### config.mk
export PLATFORM = sky130hd
export DESIGN_NAME = rps_throw_gen
export DESIGN_NICKNAME = d
export VERILOG_FILES = /design/src/rtl/rps_throw_gen.sv
export SDC_FILE = /design/constraint.sdc
export NUM_CORES = 1
export LEC_CHECK = 0
export BUFFER_PORTS_ARGS = -buffer_cell sky130_fd_sc_hd__buf_2
export CORE_MARGIN = 3
export CORE_UTILIZATION = 50
export CTS_BUF_LIST = sky130_fd_sc_hd__clkbuf_8 sky130_fd_sc_hd__clkbuf_16
export DETAILED_ROUTE_END_ITERATION = 10
export HOLD_SLACK_MARGIN = 0.1
export PLACE_DENSITY = 0.72
export SETUP_SLACK_MARGIN = 0.5
export SYNTH_ARGS = -nofsm -noshare
export SYNTH_HDL_FRONTEND = slang
export SYNTH_SLANG_ARGS = --single-unit
### constraint.sdc
create_clock -name clk -period 1.6 [get_ports clk]
set_input_delay 0.24 -clock clk [delete_from_list [all_inputs] [get_ports clk]]
set_output_delay 0.24 -clock clk [all_outputs]
set_load 0.1 [all_outputs]
### src/rtl/rps_throw_gen.sv
// rps_throw_gen: debounced play button draws an LFSR-based rock/paper/scissors throw.
module rps_throw_gen #(
    parameter logic [7:0] LFSR_SEED = 8'hA5,
    parameter int DEBOUNCE_CYCLES = 16
) (
    input  logic       clk,
    input  logic       reset,
    input  logic       playButton,
    output logic [2:0] p2Throw,
    output logic [1:0] p2Dense,
    output logic       throwValid,
    output logic [3:0] roundCount,
    output logic [7:0] lfsrState
);
    localparam logic [7:0] SEED = (LFSR_SEED == 8'h00) ? 8'h01 : LFSR_SEED;
    localparam int CW = $clog2(DEBOUNCE_CYCLES);
    localparam logic [CW-1:0] DB_MAX = CW'(DEBOUNCE_CYCLES - 1);
    typedef enum logic [1:0] {IDLE, DRAW, SHOW} state_t;
    state_t state;
    logic sync1, sync2, db_level, db_level_prev, db_rise;
    logic [CW-1:0] db_count;
    assign db_rise = db_level & ~db_level_prev;
    always_ff @(posedge clk or posedge reset) begin
        if (reset) begin
            lfsrState <= SEED;
            sync1 <= 1'b0;
            sync2 <= 1'b0;
            db_level <= 1'b0;
            db_level_prev <= 1'b0;
            db_count <= '0;
        end else begin
            lfsrState <= {lfsrState[6:0], lfsrState[7] ^ lfsrState[5] ^ lfsrState[4] ^ lfsrState[3]};
            sync1 <= playButton;
            sync2 <= sync1;
            db_level_prev <= db_level;
            if (sync2 == db_level) begin
                db_count <= '0;
            end else if (db_count == DB_MAX) begin
                db_level <= sync2;
                db_count <= '0;
            end else begin
                db_count <= db_count + 1'b1;
            end
        end
    end
    // Code 3 is rejected in DRAW; the free-running LFSR supplies a fresh value next cycle.
    always_ff @(posedge clk or posedge reset) begin
        if (reset) begin
            state <= IDLE;
            p2Throw <= 3'b000;
            p2Dense <= 2'd3;
            throwValid <= 1'b0;
            roundCount <= 4'd0;
        end else begin
            throwValid <= 1'b0;
            case (state)
                IDLE: if (db_rise) state <= DRAW;
                DRAW: if (lfsrState[1:0] != 2'd3) begin
                    p2Dense <= lfsrState[1:0];
                    p2Throw <= 3'b001 << lfsrState[1:0];
                    roundCount <= roundCount + 4'd1;
                    throwValid <= 1'b1;
                    state <= SHOW;
                end
                SHOW: if (!db_level) state <= IDLE;
                default: state <= IDLE;
            endcase
        end
    end
endmodule

==> run metrics, run 1 <==
status aborted with a tool error; Failed at 5_1_grt; tool error [ERROR DPL-0038] Utilization greater than 100%, impossible to legalize; worst endpoint after global-route timing repair lfsrState[0]; post-synthesis compound-gate area fraction between 3 and 4%; largest family of logic cells by synthesized area simple AND/OR/NAND/NOR gates; post-synthesis xor/xnor area fraction between 6 and 7%; Seq cells post-synth 28; die height 51.2 um; Syn Inst Count 74; Post-Syn Area per Cell 13.8 um2; CTS Buf Count 3; net count after synthesis 79; Root Driver clkbuf_8; synthesized cell area roughly 1000 um2; yosys warns 0; Post-Synth Adder-Cell Area 2.45%; sequential area share after synthesis 69.4%; CTS Sinks 28; post-synthesis mux area share under 10%; largest net degree at the start of global routing 29; final RePlAce weighted congestion around 0.65; I/O pins 21; H-Tree Depth 1; clk buf depth 2; post-synthesis cell type count 22; worst endpoint type top-level output; port buffer count 20; placed cell count 120; die width 51.2 um; Starting Density 56.1%; simple logic cell fraction of the synthesized area between 10 and 15%; num rows 15; area post-placement 1260 um2
-- cell usage after synthesis --
cell / number / area, um2
a21oi_1: 2 / 10.0
nand4b_1: 1 / 8.76
dfrtp_1: 22 / 551
nand2_1: 2 / 7.51
nor2b_1: 1 / 6.26
nor3b_1: 2 / 15.0
dfstp_2: 6 / 158
o21ai_0: 2 / 10.0
nor3b_2: 2 / 25.0
inv_1: 4 / 15.0
xnor2_1: 7 / 61.3
mux2_2: 1 / 11.3
nand2_2: 1 / 6.26
nand3_1: 3 / 15.0
a31oi_1: 1 / 6.26
ha_1: 2 / 25.0
xor2_1: 1 / 8.76
mux2_4: 1 / 15.0
a22o_1: 1 / 8.76
nor2b_4: 1 / 13.8
and3_1: 1 / 6.26
nor2_1: 10 / 37.5
-- kinds of logic after synthesis --
family,Yosys count
AOI/OAI and AO/OA,6
muxes,2
adders and majority gates,2
xor gates and xnor gates,8
and+or+nand+nor,24
DFF,28
buffers and inverters,4
-- metrics by stage --
step	worst slack (ns)	utilization [%]	hold slack (ns)
2_1_floorplan	0.199	-	0.271
3_3_place_gp	0.336	69.2	0.307
3_5_place_dp	0.328	69.2	0.319
4_1_cts	0.252	89.8	0.366
-- timing repair --
item	CTS
gates resized for setup	55
hold buffers	2
pin swaps	2
endpoints found under the setup margin	20
hold endpoints to repair	23
setup buffers	13
==> run 2: changes to the inputs <==
CORE_AREA = 3 3 64 66   (was default)
CORE_MARGIN = default   (was 3)
CORE_UTILIZATION = default   (was 50)
CTS_BUF_LIST = default   (was sky130_fd_sc_hd__clkbuf_8 sky130_fd_sc_hd__clkbuf_16)
DIE_AREA = 0 0 67 69   (was default)
HOLD_SLACK_MARGIN = default   (was 0.1)
PLACE_DENSITY = default   (was 0.72)
PLACE_DENSITY_LB_ADDON = 0.15   (was default)
SETUP_SLACK_MARGIN = default   (was 0.5)
==> run 2 against run 1 <==
  * The run now ends clean
  * Synthesized cell count did not move
  * Area after synthesis did not move
==> run metrics, run 2 <==
status finished, final reports clean; ANT cells 0; # resized after CTS 0 (-100%); most frequent cells in the layout dfrtp_1, buf_2, nor2_1; PD cells 966 nW/um2; vias in the first global route about 670; Reg2Reg Setup Slack 0.27 ns; total grt overflow 0; max_slew headroom 67.5%; worst setup margin roughly 0.11 ns; crit path cell chain buf_2; critical path data arrival time 1.25 ns; Post-synth EDFFs 0 (unchanged); Top reg by flops lfsrState; Crit Path Max Fanout 3; CTS tree done; worst slack, placed 0.268 ns (-0.0600 ns); top post-synthesis cells by area dfrtp_1, dfstp_2, xnor2_1; initial antenna violation count 0; max reg flops 8; Detailed Route Iter0 Violations 13; H-Tree Depth 1 (unchanged); yosys warns 0 (unchanged); num rows 22 (+7); Post-synth top flop dfrtp_1; final RePlAce weighted congestion 0.733 (+13%); wire per inst ~12 um; Worst Setup End Kind output pin; Top Registers lfsrState: 8 flops, db_count: 4 flops, roundCount: 4 flops; net count after synthesis 79 (unchanged); fin nets 105; Root Driver clkbuf_8; P_sw 0.266 mW; Post-Syn Area per Cell 13.8 um2 (unchanged); Worst VDD drop 0.272 mV; final setup fails 0; combinational share of power 5.3%; Hold Violations, Final 0; largest net degree at the start of global routing 29; CTS Hold Bufs 0 (-2); RSZ-0062 raised after global routing no; CP peak stage delay 0.55 ns; Starting Density 28.1% (-28 points); sequential area share after synthesis 69.4% (unchanged); switch share 21.8%; sequential power share 59.7%; total global-route track usage 8.92%; DP HPWL between 1000 and 1500 um; ys async rst share 100% (unchanged); port buffer count 20 (unchanged); crit start category flip-flop; most numerous cell in the Yosys netlist dfrtp_1; Worst Clk Skew 0.00264 ns; layout cells sized above 1 40.4%; die height 69 um (+35%); core area about 3600 um2; fmax 0.673 GHz; Detailed Routing Iterations Pass 1 2; first-pass GRT wire length 3190 um; vias after detailed routing 606; cell family with most CP delay flip-flops; leakage approximately 0.64 nW; Slowest cell on crit path dfstp_2; Worst-path clk slew 0.09 ns; vias per cell 4.12; Clk pwr share 35.0%; WL final 1700 um; placed cell count 143 (+19%); WP depth 1; Area Overhead vs Synth 24.0%; largest area contributor in the netlist dfrtp_1; # DRC 0; I/O pins 21 (unchanged); post-synthesis cell type count 22 (unchanged); clock latency on the worst-skew pair 0.27 ns; antenna viol nets, final 0; worst reg-to-reg path cell count 3; WHS between 0.015 and 0.02 ns; CTS Sinks 28 (unchanged); Max-Cap Viols 0; Seq cells post-synth 28 (unchanged); die area ~4600 um2; WP buf/inv 1; worst r2r dst roundCount[1]$_DFFE_PP0P_; # fillers 383; internal power roughly 0.96 mW; CTS Buf Count 3 (unchanged); setup TNS 0 ns; clk buf depth 2 (unchanged); Worst R2R Start lfsrState[0]$_DFF_PP1_; Worst Setup Path Type reg2out; Synth top area share 53.9% (unchanged); Data required, critical path 1.36 ns; Syn Inst Count 74 (unchanged); synthesized cell area 1020 um2 (unchanged); Tightest Hold Check Type in2async; postcts setup bufs 0 (-13); Tightest Pin Transition 0.491 ns; max-slew violation count 0; final non-filler cell total roughly 150; min cycle time layout 1.49 ns; period utilization 92.9%; die width 67 um (+31%); synth cell count leaders dfrtp_1, nor2_1, xnor2_1
## run 2: area by class of cell
type	instances	area [um2]	area share, %
timing repair buffer	21	123	9.68
multi-input combinational	42	298	23.5
inverter	4	15.0	1.19
clock buffer	4	55.1	4.35
tap	48	60.1	4.74
sequential	28	716	56.5
## run 2: metal layers
metal | wire length, um | global-route usage, % | vias to the layer above | part of all wire (%)
met2 | 761 | 12.8 | 13 | 45
met4 | 30 | 4.05 | 0 | 1.8
met5 | 0 | 0 | - | 0
met3 | 104 | 3.26 | 4 | 6.1
met1 | 804 | 11.9 | 298 | 47
li1 | - | - | 291 | -
## run 2: worst min-delay path: cells and delay by family
family	cells	cell delay [ns]
buf+inv	3	0.45
## run 2: worst max-delay path by stage
stage	startpoint	to	slack, ns
floorplan	roundCount[2]$_DFFE_PP0P_	roundCount[3]$_DFFE_PP0P_	0.04
finish	lfsrState[5]$_DFF_PP1_	lfsrState[5]	0.11
detailed placement	lfsrState[0]$_DFF_PP1_	roundCount[1]$_DFFE_PP0P_	0.27
global route	lfsrState[5]$_DFF_PP1_	lfsrState[5]	0.07
global placement	lfsrState[0]$_DFF_PP1_	roundCount[1]$_DFFE_PP0P_	0.32
CTS	lfsrState[5]$_DFF_PP1_	lfsrState[5]	0.1
## run 2: cell families (layout without fill, tap and decap cells)
| kind of cell | Yosys count | in the layout | share of synthesized area (%) |
|---|---|---|---|
| multiplexers | 2 | 2 | 2.57 |
| buffers and inverters | 4 | 29 | 1.47 |
| adder cells (fa/ha/maj) | 2 | 2 | 2.45 |
| AND/OR/NAND/NOR | 24 | 24 | 13.8 |
| flip-flops | 28 | 28 | 69.4 |
| XOR/XNOR | 8 | 8 | 6.86 |
| AO/OA/AOI/OAI | 6 | 6 | 3.43 |
## run 2: power groups by stage
stage               Combinational, mW  Clock, mW  Sequential [mW]
floorplan                      0.0260          0            0.768
global placement               0.0667          0            0.743
detailed placement             0.0668          0            0.744
CTS                            0.0673      0.447            0.730
global route                   0.0740      0.492            0.732
finish                         0.0651      0.428            0.730
## run 2: through the flow
stage                     power [mW]  instance area, um2  utilization, %
after global routing            1.30                1270            34.8
after floorplan                0.794                1030               -
after CTS                       1.24                1270            34.8
after global placement         0.810                1210            33.3
final                           1.22                1270            34.8
after detailed placement       0.810                1210            33.3
(Power assumes the default switching activity.)
==> run 3: changes to the inputs <==
ABC_AREA = 1   (was default)
BUFFER_PORTS_ARGS = -buffer_cell sky130_fd_sc_hd__buf_4   (was -buffer_cell sky130_fd_sc_hd__buf_2)
==> run 3 against run 2 <==
  * Combinational power is 5.8% higher
  * Clock skew is 0.0033 ns higher
  * Maximum frequency grew 5.3%
  * Largest power group unchanged
  * Sequential cell count is the same
  * Clock power is 16% lower
  * Critical path type unchanged
  * Sequential share of layout area is 3.7 points lower
  * Power is 5.4% lower
  * Non-clock buffer count did not move
==> run metrics, run 3 <==
status finished, final reports clean; H-Tree Depth 1 (unchanged); port buffer count 20 (unchanged); post-route cell area 1340 um2 (+5.8%); Root Driver clkbuf_8; max-slew violation count 0 (unchanged); max_slew headroom 76.8% (+9.4 points); final non-filler cell total 171 (+16%); # resized after CTS 0 (unchanged); # fillers 401 (+4.7%); final setup fails 0 (unchanged); ys async rst share 100% (unchanged); CP peak stage delay 0.60 ns (+0.05 ns); Post-Syn Area per Cell 10.9 um2 (-21%); CTS tree done; final RePlAce weighted congestion 0.662 (-9.6%); Syn Inst Count 99 (+34%); wire per inst 10.1 um (-13%); Tightest Pin Transition 0.348 ns (-0.144 ns); first-pass GRT wire length 3080 um (-3.5%); CTS Sinks 28 (unchanged); total grt overflow 0 (unchanged); fmax 0.709 GHz (+5.3%); layout cells sized above 1 30.1% (-10 points); Post-synth top flop dfrtp_1; antenna viol nets, final 0 (unchanged); synthesized cell area 1080 um2 (+5.9%); Tightest Hold Check Type in2async; Detailed Route Iter0 Violations 27 (+14); setup TNS 0 ns (unchanged); Detailed Routing Iterations Pass 1 3 (+1); period utilization 88.1% (-4.7 points); CTS Buf Count 3 (unchanged); Starting Density 29.8% (+1.7 points); placed cell count 168 (+17%); num rows 22 (unchanged); Worst Setup Path Type reg2out; power consumption 1.16 mW (-5.4%); initial antenna violation count 0 (unchanged); Top Registers lfsrState: 8 flops, db_count: 4 flops, roundCount: 4 flops; WL final 1730 um (+1.8%); synth cell count leaders nand2_1, dfrtp_1, inv_1; PD cells 863 nW/um2 (-11%); Worst Setup End Kind output pin; cell family with most CP delay flip-flops; Post-synth EDFFs 0 (unchanged); clock latency on the worst-skew pair 0.26 ns (about the same); top post-synthesis cells by area dfrtp_1, dfstp_2, nand2_1; Max-Cap Viols 0 (unchanged); largest area contributor in the netlist dfrtp_1; Data required, critical path 1.36 ns (about the same); Worst-path clk slew 0.09 ns (about the same); max reg flops 8 (unchanged); clk buf depth 2 (unchanged); ANT cells 0 (unchanged); WP buf/inv 1 (unchanged); most numerous cell in the Yosys netlist nand2_1; core area 3630 um2 (unchanged); # DRC 0 (unchanged); Worst VDD drop 0.480 mV (+76%); die height 69 um (unchanged); total global-route track usage 8.47% (-0.45 points); postcts setup bufs 0 (unchanged); Synth top area share 50.9% (-3.0 points); Slowest cell on crit path dfstp_2; Seq cells post-synth 28 (unchanged); Worst Clk Skew 0.00591 ns (+0.00327 ns); post-synthesis cell type count 21 (-4.5%); critical path data arrival time 1.17 ns (-0.08 ns); Area Overhead vs Synth 24.0% (about the same); yosys warns 0 (unchanged); vias per cell 4.16 (+0.86%); min cycle time layout 1.41 ns (-0.0753 ns); die area 4620 um2 (unchanged); leakage 0.683 nW (+5.9%); fin nets 130 (+24%); vias after detailed routing 711 (+17%); die width 67 um (unchanged); most frequent cells in the layout nand2_1, dfrtp_1, buf_4; sequential area share after synthesis 65.5% (-3.9 points); net count after synthesis 104 (+32%); Top reg by flops lfsrState; DP HPWL 1280 um (+8.8%); CTS Hold Bufs 0 (unchanged); area post-placement 1300 um2 (+7.2%); largest net degree at the start of global routing 29 (unchanged); vias in the first global route 710 (+5.3%); RSZ-0062 raised after global routing no; Crit Path Max Fanout 6 (+3); Hold Violations, Final 0 (unchanged); I/O pins 21 (unchanged); most common cell after layout, fill and taps aside nand2_1; crit path cell chain buf_4; crit start category flip-flop
[run 3: layout make-up]
| type | count | area [um2] | share of cell area (%) |
|---|---|---|---|
| Timing Repair Buffer | 21 | 158 | 11.8 |
| Inverter | 14 | 52.6 | 3.92 |
| Sequential cell | 28 | 708 | 52.8 |
| Tap cell | 48 | 60.1 | 4.48 |
| Clock buffer | 3 | 41.3 | 3.08 |
| Multi-Input combinational cell | 57 | 320 | 23.9 |
[run 3: logic make-up after synthesis]
logic type / after synthesis / synth area share (%)
flip-flops: 28 / 65.5
adder cells (fa/ha/maj): 2 / 2.31
buffers and inverters: 14 / 4.86
AND/OR/NAND/NOR: 41 / 16.6
AO/OA/AOI/OAI: 9 / 6.71
XOR/XNOR: 5 / 4.05
[run 3: final timing paths]
path / from / to / slack [ns] / cells past startpoint
max: lfsrState[0]$_DFF_PP1_ / lfsrState[0] / 0.19 / 1
min in group clk: playButton / sync1$_DFF_PP0_ / 0.08 / 1
min reg2reg: sync1$_DFF_PP0_ / sync2$_DFF_PP0_ / 0.35 / 0
min: reset / db_count[2]$_DFF_PP0_ / 0.03 / 3
max reg2reg: lfsrState[0]$_DFF_PP1_ / roundCount[2]$_DFFE_PP0P_ / 0.50 / 3
max in group asynchronous: reset / p2Dense[0]$_DFFE_PP1P_ / 1.27 / 3
[run 3: stage by stage]
step           utilization [%]  setup slack [ns]  hold slack [ns]
2_1_floorplan                -            0.0134            0.271
3_3_place_gp              35.7             0.490            0.330
3_5_place_dp              35.7             0.478            0.332
4_1_cts                   36.9             0.171           0.0341
5_1_grt                   36.9             0.134           0.0524
6_report                  36.9             0.190           0.0324
[run 3: metal layers]
layer	share of wire, %	up-vias	GRT usage, %	wire length [um]
li1	-	356	-	-
met1	45	338	10.5	784
met2	49	15	13.5	840
met3	5.2	2	2.93	90
met4	0.92	0	2.70	16
met5	0	-	0	0
[run 3: power by group]
part	leakage [nW]	total, mW	switching [mW]	internal, mW
combinational	0.299	0.0689	0.0509	0.0179
clock	0.0216	0.358	0.189	0.168
sequential	0.362	0.731	0.00961	0.721
==> run 4: changes to the inputs <==
CTS_BUF_LIST = sky130_fd_sc_hd__clkbuf_4   (was default)
MAX_ROUTING_LAYER = met4   (was default)
==> run 4 against run 3 <==
  * Non-clock buffer count is 1 higher
  * Setup slack worse by 0.068 ns
  * Critical path depth stayed put
  * Sequential share of layout area is 0.35 points higher
  * Combinational power is 3% higher
  * Cell count is 0.58% higher
  * Highest routed layer unchanged
==> run metrics, run 4 (synthesis results as in run 3) <==
status finished, final reports clean; Data required, critical path 1.36 ns (about the same); fmax 0.676 GHz (-4.6%); max_slew headroom 77.0% (+0.19 points); clock latency on the worst-skew pair 0.32 ns (+0.06 ns); num rows 22 (unchanged); Slowest cell on crit path dfstp_2; antenna viol nets, final 0 (unchanged); Starting Density 29.8% (unchanged); initial antenna violation count 0 (unchanged); cell depth of the worst hold path 1; Detailed Route Iter0 Violations 24 (-11%); Top reg by flops lfsrState; Worst VDD drop 0.402 mV (-16%); max reg flops 8 (unchanged); WP buf/inv 1 (unchanged); CTS tree done; min cycle time layout 1.48 ns (+0.0683 ns); vias per cell 4.12 (-1.0%); Root Driver clkbuf_4; CP peak stage delay 0.61 ns (about the same); power consumption 1.07 mW (-7.4%); ANT cells 0 (unchanged); total grt overflow 0 (unchanged); final RePlAce weighted congestion 0.668 (+0.94%); Hold Startpoint playButton; I/O pins 21 (unchanged); fin nets 131 (+0.77%); worst r2r dst roundCount[2]$_DFFE_PP0P_; wire per inst 10.1 um (+0.22%); final setup fails 0 (unchanged); WL final 1750 um (+0.81%); area post-placement 1300 um2 (unchanged); CTS Buf Count 3 (unchanged); die area 4620 um2 (unchanged); port buffer count 20 (unchanged); # DRC 0 (unchanged); vias after detailed routing 708 (-0.42%); cell family with most CP delay flip-flops; DP HPWL 1280 um (unchanged); Worst-path clk slew 0.14 ns (+0.05 ns); total global-route track usage 8.80% (+0.33 points); crit path cell chain buf_4; Area Overhead vs Synth 23.1%; Detailed Routing Iterations Pass 1 4 (+1); Worst Setup End Kind output pin; period utilization 92.4% (+4.3 points); first-pass GRT wire length 3080 um (unchanged); H-Tree Depth 1 (unchanged); core area 3630 um2 (unchanged); Worst Setup Path Type reg2out; crit start category flip-flop; Reg2Reg Setup Slack 0.49 ns (about the same); Top Registers lfsrState: 8 flops, db_count: 4 flops, roundCount: 4 flops; vias in the first global route 711 (+0.14%); Worst R2R Start lfsrState[0]$_DFF_PP1_; Tightest Hold Check Type in2reg; die width 67 um (unchanged); Hold Violations, Final 0 (unchanged); most frequent cells in the layout nand2_1, dfrtp_1, buf_4; WHS 0.0283 ns (-0.00405 ns); Max-Cap Viols 0 (unchanged); max-slew violation count 0 (unchanged); Tightest Pin Transition 0.345 ns (-0.00290 ns); worst reg-to-reg path cell count 3 (unchanged); most common cell after layout, fill and taps aside nand2_1; post-route cell area 1330 um2 (-0.65%); die height 69 um (unchanged); Worst Clk Skew 0.0119 ns (+0.00600 ns); PD cells 805 nW/um2 (-6.8%); leakage 0.679 nW (-0.53%); # fillers 403 (+0.50%); RSZ-0062 raised after global routing no; layout cells sized above 1 29.8% (-0.24 points); critical path data arrival time 1.24 ns (+0.07 ns); Crit Path Max Fanout 6 (unchanged); setup TNS 0 ns (unchanged); largest net degree at the start of global routing 29 (unchanged); CTS Sinks 28 (unchanged); Hold EP sync1$_DFF_PP0_; clk buf depth 2 (unchanged); # resized after CTS 0 (unchanged)
run 4: cell count changes in the layout (fill, tap and decap cells not counted), sizes merged:
cell	before	now
dlygate4sd3	0	1
run 4: final cells by class:
| type | count | area (um2) | share of cell area (%) |
|---|---|---|---|
| multi-input combinational | 57 | 320 | 24.1 |
| inverter | 14 | 52.6 | 3.95 |
| clock buffer | 3 | 22.5 | 1.69 |
| tap | 48 | 60.1 | 4.51 |
| sequential | 28 | 708 | 53.2 |
| timing repair buffer | 22 | 168 | 12.6 |
run 4: worst max path at each step:
stage	startpoint	to	slack [ns]	depth (start not counted)
6_report	lfsrState[0]$_DFF_PP1_	lfsrState[0]	0.12	1
5_1_grt	lfsrState[0]$_DFF_PP1_	lfsrState[0]	0.05	1
4_1_cts	lfsrState[0]$_DFF_PP1_	lfsrState[0]	0.09	1
3_5_place_dp	lfsrState[0]$_DFF_PP1_	lfsrState[0]	0.48	1
3_3_place_gp	lfsrState[0]$_DFF_PP1_	lfsrState[0]	0.49	1
2_1_floorplan	roundCount[0]$_DFFE_PP0P_	roundCount[2]$_DFFE_PP0P_	0.01	3
run 4: metrics by stage:
step | util [%] | std cells | setup slack, ns
after detailed placement | 35.7 | 168 | 0.478
final | 36.6 | 172 | 0.121
after global routing | 36.6 | 172 | 0.0460
after global placement | 35.7 | 168 | 0.490
after CTS | 36.6 | 172 | 0.0947
after floorplan | - | 99 | 0.0134
run 4: repair_timing:
item,4_1_cts,5_1_grt
setup endpoints to repair,0,0
endpoints found under the hold margin,22,0
setup buffers,0,0
hold buffers,1,0
run 4: layer usage:
layer  routed length [um]  track usage, %  share of wire [%]
met5                    0               -                  0
met4                   19            2.70                1.1
met3                   92            3.42                5.3
met2                  840            13.5                 48
met1                  793            10.5                 45
run 4: where the power goes:
part / switching [mW] / internal [mW]
logic: 0.0512 / 0.0195
registers: 0.00961 / 0.722
clock network: 0.182 / 0.0880
